### config.mk
export PLATFORM = sky130hd
export DESIGN_NAME = rr_arbiter_4
export DESIGN_NICKNAME = d
export VERILOG_FILES = /design/src/rtl/rr_arbiter_4.sv
export SDC_FILE = /design/constraint.sdc
export NUM_CORES = 1
export LEC_CHECK = 0
export ABC_AREA = 1
export BUFFER_PORTS_ARGS = -buffer_cell sky130_fd_sc_hd__buf_2
export CAP_MARGIN = 20
export CORE_ASPECT_RATIO = 0.8
export CORE_UTILIZATION = 42
export DETAILED_ROUTE_END_ITERATION = 8
export PLACE_DENSITY = 0.63
export SYNTH_ARGS = -nofsm -noshare
export SYNTH_HDL_FRONTEND = slang
export SYNTH_SLANG_ARGS = --single-unit
### constraint.sdc
create_clock -name clk -period 1.3 [get_ports clk]
set_input_delay 0.065 -clock clk [delete_from_list [all_inputs] [get_ports clk]]
set_output_delay 0.065 -clock clk [all_outputs]
set_load 0.05 [all_outputs]
### src/rtl/rr_arbiter_4.sv
// rr_arbiter_4 -- four-requester round-robin arbiter with hold limit.
//
// Shares one downstream resource between four clients. The winner is found
// by scanning the requests starting at a rotating priority pointer. The grant
// is a registered one-hot decode of the winning index. Every release spends
// exactly one IDLE cycle with gnt=0 before the next grant (bus turnaround).
// A hold counter forces a release after MAX_HOLD consecutive grant cycles.
//
// Ports:
//   clk        in   rising-edge clock
//   rst_n      in   synchronous active-low reset
//   en         in   enable; low blocks new grants and releases an active one
//   req[3:0]   in   per-client request, held high while the resource is needed
//   gnt[3:0]   out  registered one-hot grant, 0000 when idle
//   gnt_idx    out  binary index of the granted client (0 when idle)
//   gnt_valid  out  high while a grant is active
//   timeout    out  one-cycle pulse after a forced (hold-limit) release
module rr_arbiter_4 #(
    parameter int MAX_HOLD = 16,
    parameter int CNT_W    = 5
) (
    input  logic       clk,
    input  logic       rst_n,
    input  logic       en,
    input  logic [3:0] req,
    output logic [3:0] gnt,
    output logic [1:0] gnt_idx,
    output logic       gnt_valid,
    output logic       timeout
);

    typedef enum logic {
        IDLE  = 1'b0,
        GRANT = 1'b1
    } state_t;

    localparam logic [CNT_W-1:0] HOLD_LIMIT = CNT_W'(MAX_HOLD);

    state_t           state_q;
    logic [3:0]       gnt_q;
    logic [1:0]       gnt_idx_q;
    logic             gnt_valid_q;
    logic             timeout_q;
    logic [1:0]       ptr_q;
    logic [CNT_W-1:0] cnt_q;

    logic [1:0]       win_idx_d;
    logic             win_found_d;
    logic [1:0]       cand;

    function automatic logic [3:0] decode(input logic [1:0] idx);
        decode = 4'b0001 << idx;
    endfunction

    // Scan from ptr+3 down to ptr so the last hit (highest priority) wins.
    always_comb begin
        win_idx_d   = 2'b00;
        win_found_d = 1'b0;
        cand        = 2'b00;
        for (int i = 3; i >= 0; i--) begin
            cand = ptr_q + 2'(i);
            if (req[cand]) begin
                win_idx_d   = cand;
                win_found_d = 1'b1;
            end
        end
    end

    always_ff @(posedge clk) begin
        if (!rst_n) begin
            state_q     <= IDLE;
            gnt_q       <= 4'b0000;
            gnt_idx_q   <= 2'b00;
            gnt_valid_q <= 1'b0;
            timeout_q   <= 1'b0;
            ptr_q       <= 2'b00;
            cnt_q       <= '0;
        end else begin
            case (state_q)
                IDLE: begin
                    timeout_q <= 1'b0;
                    if (en && win_found_d) begin
                        state_q     <= GRANT;
                        gnt_q       <= decode(win_idx_d);
                        gnt_idx_q   <= win_idx_d;
                        gnt_valid_q <= 1'b1;
                        cnt_q       <= CNT_W'(1);
                    end
                end
                GRANT: begin
                    if (!en || !req[gnt_idx_q] || (cnt_q == HOLD_LIMIT)) begin
                        state_q     <= IDLE;
                        gnt_q       <= 4'b0000;
                        gnt_idx_q   <= 2'b00;
                        gnt_valid_q <= 1'b0;
                        ptr_q       <= gnt_idx_q + 2'd1;
                        cnt_q       <= '0;
                        // Reaching this point with en high and req still held
                        // means only the hold limit caused the release.
                        timeout_q   <= en && req[gnt_idx_q];
                    end else begin
                        cnt_q     <= cnt_q + CNT_W'(1);
                        timeout_q <= 1'b0;
                    end
                end
                default: state_q <= IDLE;
            endcase
        end
    end

    assign gnt       = gnt_q;
    assign gnt_idx   = gnt_idx_q;
    assign gnt_valid = gnt_valid_q;
    assign timeout   = timeout_q;

endmodule

==> flow_summary.ini <==
[grt]
grt_max_degree = 12
grt_pass1_wl_mm = 3.857
grt_pass1_vias = 910
grt_antenna_before_repair = 0
track_usage = 0.2191
overflow = 0

[clocking]
path_clk_slew_ps = 100
cts_tree = yes
numCtsBuffers = 3
cts_buffer_depth = 2
ctsHoldBuffers = 0
cts-root-buf = clkbuf_4
cts_sinks = 16
insertion_delay_ps = 290
cts_max_level = 1

[layout]
area_delta_synth_final_pct = 50.33
fill_cells = 175
stdcell_area_sq_um = 1428
nets = 194
fin_util = 0.6673
ff_latch_area_sq_um = 332.8
multi_input_area_sq_um = 683.2
drive_gt1_frac = 0.5109
antenna_cells = 0

[power]
p_sw_uw = 684.6
pwr-share-comb = 0.454
internal_power_mw = 1.002
swShare = 0.4059
cellLeakagePower_nw = 0.6590
seq_power_share = 0.344
clockPowerShare = 0.202
power_mw = 1.687
ir_worst_vdd_mv = 0.7988
p_per_area_nw_per_um2 = 1181

[synthesis]
async_flop_share = 0
synth_cell_types = 22
syn-num-nets = 153
synthFlopType = dfxtp_1
synth_edf_count = 0
avgSynthCellArea_sq_um = 6.595
synth_seq_cells = 16
ys_seq_area_frac = 0.3373
netlist_area_sq_um = 949.7
synthCells = 144
synth-warning-count = 0

[setup_path]
critPathLaunch = ptr_q[0]
worst_ep_required_time_ps = 1520
start_kind = flip-flop
critPathCaptureType = flip-flop
path_class = flip-flop to flip-flop
critPathArrivalTime_ps = 1770
cp_max_fo = 8
r2r-start = ptr_q[0]

[sta]
slew_violations = 0
finClkSkew_ps = 5.199
worst_pin_slew_ps = 395.4
slew_headroom = 0.7361
finalSetupViolations = 15
hold_viol = 0
fin_hold_ws_ps = 25.37
period_needed_ps = 1549
fin_setup_tns_ps = -1880
worst_slack_ps = -249.3
fin_crit_sh = 1.192
rsz0062_at_grt = true
fmax_ghz = 0.6454

[detailed_routing]
ant_nets = 0
dr_total_vias = 1037
wl_per_cell_microns = 11.98
drc_errors = 0
routed_wl_mm = 2.504
drt-initial-drc-count = 23
via_per_inst = 4.962
firstDrtPassIters = 4

[placement]
postPlaceCellArea_sq_um = 1226
port_buffers = 14
place_hpwl_mm = 1.763
gp_congestion = 0.9214

[floorplanning]
num_io_pins = 15
dieWidth_microns = 55.17
start_util = 0.4439
core_area_sq_um = 2140
chipHeight_microns = 44.53
die_area_sq_um = 2457
rows = 15

[outcome]
violations = setup timing
status = complete, but fails checks

[flow_run]
maxCapViolCount = 0

[hold_path]
hp-class = input pin to flip-flop
hp-start = rst_n
## cell type report
type / instances / area share
Inverter: 19 / 0.05521
Clock buffer: 4 / 0.02542
Tap cell: 25 / 0.02191
Sequential cell: 16 / 0.2331
Timing Repair Buffer: 39 / 0.1858
Multi-Input combinational cell: 106 / 0.4785
## metrics by stage
step / worst slack (ps) / instances
after CTS: -153.3 / 207
after floorplan: -128.4 / 144
after detailed placement: -273.0 / 200
after global routing: -322.7 / 209
final: -249.3 / 209
after global placement: -251.6 / 200
## final timing paths
path | endpoint | slack, ps | cells past startpoint
max reg2reg | gnt_idx[1] | -250 | 11
min reg2reg | gnt_valid | 460 | 2
max | gnt_idx[1] | -250 | 11
min | ptr_q[0] | 30 | 3
## cells in the final DEF, fill, tap and decap left out, drive strengths merged
| cell type | Yosys | final |
|---|---|---|
| nand2 | 53 | 53 |
| nand3b | 1 | 1 |
| clkbuf | 2 | 4 |
| o21ai | 5 | 5 |
| dfxtp | 16 | 16 |
| xor2 | 1 | 1 |
| a21oi | 17 | 17 |
| inv | 19 | 19 |
| nand3 | 17 | 17 |
| o211ai | 1 | 1 |
| ha | 2 | 2 |
| buf | 1 | 39 |
| nor2 | 6 | 6 |
| xnor2 | 2 | 2 |
| nor4 | 1 | 1 |
## cell families after synthesis
| group | Yosys count | synth area share |
|---|---|---|
| adders and majority gates | 2 | 0.02635 |
| DFF | 16 | 0.3373 |
| and+or+nand+nor | 78 | 0.3821 |
| AOI/OAI and AO/OA | 23 | 0.1357 |
| buffers and inverters | 22 | 0.09092 |
| xor gates and xnor gates | 3 | 0.02767 |
## state kept, by name, indices dropped and copies added, names as in the netlist
name	count
cnt_q	5
gnt	4
gnt_idx	2
gnt_valid	1
ptr_q	2
state_q	1
timeout	1
## layer usage
layer,GRT usage,vias to the layer above,wire length (microns)
met5,0,-,0
met4,0.02000,0,10
met3,0.07216,2,73
met2,0.3687,13,1156
met1,0.2796,482,1264
li1,-,540,-
## power by group through the flow
stage | sequential, mW | clock, mW | combinational [mW]
after floorplan | 0.668 | 0 | 0.347
after global placement | 0.583 | 0 | 0.606
after detailed placement | 0.585 | 0 | 0.618
after CTS | 0.576 | 0.345 | 0.677
after global routing | 0.589 | 0.369 | 0.825
final | 0.581 | 0.340 | 0.765
## critical path, stage by stage, from the launching register on
cell     delay (ps)
dfxtp_4         390
inv_6            90
nand2_2          50
nand2_2         100
nand2_2          80
nand2_2          80
nor2_4           50
nand2_4          80
nand3_4         150
nor2_4          200
inv_2            60
a21oi_2         160
## Yosys cell counts, types with 2 or more instances
cell | n | area [sq um]
ha_1 | 2 | 25.02
clkbuf_1 | 2 | 7.510
nand2_2 | 3 | 18.77
xnor2_1 | 2 | 17.52
o21ai_0 | 5 | 25.02
nor2_2 | 3 | 18.77
nand3_1 | 16 | 80.08
a21oi_1 | 16 | 80.08
nand2_1 | 49 | 183.9
dfxtp_1 | 16 | 320.3
inv_1 | 17 | 63.81
nor2_1 | 2 | 7.510
inv_2 | 2 | 7.510
## what timing repair did
| action | in CTS | in global routing |
|---|---|---|
| setup buffers | 3 | 2 |
| endpoints found under the setup margin | 15 | 16 |
| gates resized for setup | 17 | 26 |
| pin swaps | 9 | 21 |
Power figures use the tool's default switching activity.
